==> src/rtl/regfile_sb_pkg.sv <==
// Shared defaults and helpers for the scoreboarded register file.
// Optional write-through forwarding: REGFILE_SB_BYPASS_EN.
package regfile_sb_pkg;

  localparam int DEF_DW    = 32;
  localparam int DEF_DEPTH = 32;
  localparam int DEF_NRD   = 2;
  localparam int ZERO_REG  = 0;

  function automatic logic signed [1:0] popcount_delta(
    input logic set_hit,
    input logic clr_hit
  );
    logic signed [1:0] d;
    d = 2'sd0;
    if (set_hit & ~clr_hit)
      d = 2'sd1;
    else if (clr_hit & ~set_hit)
      d = -2'sd1;
    return d;
  endfunction

endpackage

==> src/rtl/regfile_sb_rdport.sv <==
// One read port: zero-register mux plus forwarding mux.
// i_hit is tied low unless REGFILE_SB_BYPASS_EN is defined.
module regfile_sb_rdport #(
  parameter int DW = 32
) (
  input  logic [DW-1:0] i_mem,
  input  logic          i_zero,
  input  logic          i_busy,
  input  logic          i_hit,
  input  logic [DW-1:0] i_wr_data,
  output logic [DW-1:0] o_data,
  output logic          o_busy
);

  always_comb begin
    o_data = i_mem;
    unique case (1'b1)
      i_zero:  o_data = '0;
      i_hit:   o_data = i_wr_data;
      default: o_data = i_mem;
    endcase
  end

  assign o_busy = i_busy & ~i_hit & ~i_zero;

endmodule

==> src/rtl/regfile_sb.sv <==
// Multi-read-port register file with pending-write scoreboard.
// Define REGFILE_SB_BYPASS_EN for same-cycle writeback forwarding.
module regfile_sb
  import regfile_sb_pkg::*;
#(
  parameter  int DW    = DEF_DW,
  parameter  int DEPTH = DEF_DEPTH,
  parameter  int NRD   = DEF_NRD,
  localparam int AW    = $clog2(DEPTH)
) (
  input  logic              CLK,
  input  logic              RST,
  input  logic [NRD-1:0]    rd_en,
  input  logic [NRD*AW-1:0] rd_addr,
  output logic [NRD*DW-1:0] rd_data,
  output logic [NRD-1:0]    rd_busy,
  input  logic              wr_en,
  input  logic [AW-1:0]     wr_addr,
  input  logic [DW-1:0]     wr_data,
  input  logic              iss_en,
  input  logic [AW-1:0]     iss_addr,
  output logic              stall,
  output logic [AW:0]       busy_cnt
);

  logic [DW-1:0]     r_mem [DEPTH];
  logic [DEPTH-1:0]  r_busy;
  logic [AW:0]       r_cnt;

  logic              w_wr_ok;
  logic              w_iss_ok;
  logic              w_set_hit;
  logic              w_clr_hit;
  logic signed [1:0] w_delta;
  logic [NRD-1:0]    w_hit;

  assign w_wr_ok  = wr_en  & (wr_addr  != AW'(ZERO_REG));
  assign w_iss_ok = iss_en & (iss_addr != AW'(ZERO_REG));

  // A new issue supersedes a same-cycle writeback to that register.
  assign w_set_hit = w_iss_ok & ~r_busy[iss_addr];
  assign w_clr_hit = w_wr_ok & r_busy[wr_addr]
                   & ~(w_iss_ok & (iss_addr == wr_addr));
  assign w_delta   = popcount_delta(w_set_hit, w_clr_hit);

  always_ff @(posedge CLK or negedge RST) begin
    if (!RST) begin
      for (int i = 0; i < DEPTH; i++)
        r_mem[i] <= '0;
      r_busy <= '0;
      r_cnt  <= '0;
    end else begin
      if (w_wr_ok) begin
        r_mem[wr_addr]  <= wr_data;
        r_busy[wr_addr] <= 1'b0;
      end
      if (w_iss_ok)
        r_busy[iss_addr] <= 1'b1;
      r_cnt <= r_cnt + {{(AW-1){w_delta[1]}}, w_delta};
    end
  end

  for (genvar p = 0; p < NRD; p++) begin : g_rd
    logic [AW-1:0] w_addr;
    assign w_addr = rd_addr[p*AW +: AW];
`ifdef REGFILE_SB_BYPASS_EN
    assign w_hit[p] = w_wr_ok & (wr_addr == w_addr);
`else
    assign w_hit[p] = 1'b0;
`endif
    regfile_sb_rdport #(.DW(DW)) u_rd (
      .i_mem     (r_mem[w_addr]),
      .i_zero    (w_addr == AW'(ZERO_REG)),
      .i_busy    (r_busy[w_addr]),
      .i_hit     (w_hit[p]),
      .i_wr_data (wr_data),
      .o_data    (rd_data[p*DW +: DW]),
      .o_busy    (rd_busy[p])
    );
  end

  assign stall    = |(rd_en & rd_busy);
  assign busy_cnt = r_cnt;

endmodule
==> config.mk <==
export PLATFORM = sky130hd
export DESIGN_NAME = regfile_sb
export DESIGN_NICKNAME = d
export VERILOG_FILES = /design/src/rtl/regfile_sb_pkg.sv /design/src/rtl/regfile_sb_rdport.sv /design/src/rtl/regfile_sb.sv
export SDC_FILE = /design/constraint.sdc
export NUM_CORES = 2
export LEC_CHECK = 0
export ABC_CLOCK_PERIOD_IN_PS = 6400
export CAP_MARGIN = 20
export CORE_UTILIZATION = 60
export DETAILED_ROUTE_END_ITERATION = 10
export PLACE_DENSITY = 0.76
export SLEW_MARGIN = 10
export SYNTH_ARGS = -nofsm -noshare
export SYNTH_HDL_FRONTEND = slang
export SYNTH_SLANG_ARGS = --single-unit
export TNS_END_PERCENT = 5
==> constraint.sdc <==
create_clock -name CLK -period 6.4 [get_ports CLK]
set_input_delay 1.92 -clock CLK [delete_from_list [all_inputs] [get_ports CLK]]
set_output_delay 1.92 -clock CLK [all_outputs]
set_load 0.005 [all_outputs]
==> flow_summary.json <==
{
  "synth_ff_type": "dfrtp_1",
  "chipHeight_um": 310.0,
  "cts_root_buffer": "clkbuf_16",
  "synth.avg_cell_area_um2": 15.89,
  "cts.htree.levels": 3,
  "die_w_um": 310.0,
  "power_density_nw_per_um2": 315.9,
  "postCtsHoldBufs": 0,
  "clk-insertion-delay-late_ns": 0.69,
  "io_buffer_count": 130,
  "ant_nets": 0,
  "min_period_ns": 6.346,
  "path_cells": "buf_8 -> buf_12 -> buf_12 -> mux4_2 -> mux2_2 -> a21oi_1 -> o22ai_1 -> clkdlybuf4s50_1",
  "grt_pass1_vias": 38320,
  "rsz0062_at_grt": "false",
  "final_nets": 3684,
  "syn_nets": 3648,
  "fin_util_pct": 69.06,
  "gp_congestion": 0.9342,
  "syn_to_final_growth_pct": 13.57,
  "critPathCaptureType": "output pin",
  "p_leak_uw": 0.02768,
  "cts_tree": "built",
  "setup_viol": 0,
  "status": "completed",
  "ys_ff_latch": 1062,
  "grt_max_degree": 124,
  "fin_crit_sh_pct": 99.15,
  "grt-ovfl-total": 0,
  "ys_types": 52,
  "cp_slowest_cell": "mux4_2",
  "drt_iter0_markers": 4069,
  "report.final.slew_viol_count": 0,
  "rrSetupSlack_ns": 3.27,
  "synth_edf_count": 0,
  "hold_slack_ns": 0.3949,
  "drtPass1Iterations": 5,
  "crit_top_cell": "buf_12",
  "grt_pass1_wl_um": 257000,
  "num_rows": 112,
  "cts_buffer_depth": 3,
  "drt-wirelength-per-cell_um": 34.42,
  "critPathMaxStageDelay_ns": 0.52,
  "worstSetupPathType": "primary input to output pin",
  "finalSetupTns_ns": 0,
  "reg2regPathDepth": 12,
  "cp.arrival_ns": 4.43,
  "cp-start-kind": "primary input",
  "worstHoldPathType": "flip-flop to flip-flop",
  "finalPower_uw": 20420,
  "track_usage_pct": 36.95,
  "fill_cells": 6080,
  "crit_path_max_fanout": 21,
  "crit_required_ns": 4.48,
  "ios": 131,
  "synth_cells": 3583,
  "die-area_um2": 96110,
  "hold_viol": 0,
  "async_flop_share_pct": 100.0,
  "core_area_um2": 93610,
  "final_common_cell": "dfrtp_1",
  "clock_sinks": 1062,
  "drv_cap": 0,
  "synth_area_um2": 56920,
  "relSlewSlack_pct": 21.27,
  "yosysWarnings": 0,
  "vias": 36110,
  "post-dp-hpwl_um": 106000,
  "route.detailed.drc": 0,
  "timing.fmax_ghz": 0.1576,
  "finClkSkew_ns": 0.01741,
  "drive_above_1_share_pct": 54.61,
  "hold_path_depth": 0,
  "drt-total-wl_um": 171100,
  "antenna_found_initial": 13,
  "synth-seq-area-share_pct": 46.69,
  "ir_drop_mv": 0.2722,
  "tightest_slew_ns": 1.177,
  "vias_per_cell": 7.265,
  "numCtsBuffers": 111,
  "clkTransAtPathRegs_ns": 0.06,
  "initial_utilization_pct": 60.81,
  "final_cell_mix": "1062 x dfrtp_1, 948 x mux2_2, 642 x mux4_2"
}
## repair_timing
action / in CTS / in global routing
buffers inserted: 0 / 0
cloned: 0 / 1
resized for setup: 1 / 6
endpoints found under the setup margin: 1 / 4
hold endpoints to repair: 0 / 0
## cell families (layout without fill, tap and decap cells)
group | after synthesis | in the layout | share of synthesized area [%]
adder cells (fa/ha/maj) | 7 | 7 | 0.1670
flip-flops | 1062 | 1062 | 46.69
XOR/XNOR | 10 | 10 | 0.1539
buffers and inverters | 479 | 606 | 3.723
multiplexers | 1696 | 1696 | 46.26
AO/OA/AOI/OAI | 156 | 156 | 1.642
other | 0 | 6 | 0
AND/OR/NAND/NOR | 173 | 173 | 1.365
## per-layer routing
layer	routed length, um	GRT usage [%]
met5	108	0
met4	7888	15.32
met3	18650	10.60
met2	78990	55.95
met1	65450	50.72
## sequential cells by signal, indices dropped and copies added, names as in the netlist
name,flops
busy_cnt,6
r_busy,32
r_mem,1024
## cells in the mapped netlist, types with 6 or more instances
cell | count | area (um2)
nand3_1 | 6 | 30.03
mux2_2 | 948 | 10680
clkinv_1 | 31 | 116.4
nand2_1 | 77 | 289.0
mux4_2 | 642 | 14460
mux2i_1 | 30 | 300.3
o22ai_1 | 25 | 156.4
a22o_1 | 12 | 105.1
buf_1 | 28 | 105.1
o21ai_0 | 31 | 155.2
clkbuf_1 | 202 | 758.2
nor3_1 | 6 | 30.03
a21oi_1 | 28 | 140.1
ha_1 | 6 | 75.07
mux2_1 | 73 | 822.0
buf_4 | 31 | 232.7
buf_2 | 146 | 730.7
inv_1 | 38 | 142.6
o21ai_1 | 39 | 195.2
dfrtp_1 | 1062 | 26580
nor2_1 | 49 | 183.9
## per-stage QoR
stage                     cells  setup WS, ns  cell area [um2]
after floorplan            3583        0.8941            56920
after global placement     4756      -0.05400            60690
after detailed placement   4757      -0.04128            60710
after CTS                  4961       0.02156            64550
after global routing       4968      0.002480            64650
final                      4970       0.05434            64650
## final cells by class
| class | instances | area, um2 | area share [%] |
|---|---|---|---|
| clock inverters | 44 | 574.3 | 0.8883 |
| flip-flops and latches | 1062 | 26580 | 41.11 |
| multi-input cells | 2042 | 28390 | 43.91 |
| clock buffers | 160 | 3254 | 5.034 |
| well taps | 1254 | 1569 | 2.427 |
| inverters | 69 | 260.3 | 0.4025 |
| repair buffers | 333 | 4014 | 6.209 |
| diodes | 6 | 15.01 | 0.02322 |
## power by group
group          internal (uW)  total, uW  leakage [uW]  switching, uW
logic                   2850       4610        0.0122           1760
clock network           4040       6780       0.00191           2740
registers               8010       9030        0.0136           1030
total                  14900      20400        0.0277           5530
## worst paths after layout
check / startpoint / to
max: rd_addr[5] / rd_data[37]
min: r_mem[1005] / r_mem[1005]
max reg2reg: r_busy[31] / busy_cnt[4]
min reg2reg: r_mem[1005] / r_mem[1005]
max in group asynchronous: RST / r_mem[127]
min in group asynchronous: RST / r_mem[439]
## critical path: cells and delay by family
kind | cells | cell delay [ns]
mux | 2 | 0.80
buf+inv | 4 | 1.14
compound gates | 2 | 0.52
Note: power is estimated with default switching activity, not from simulation.
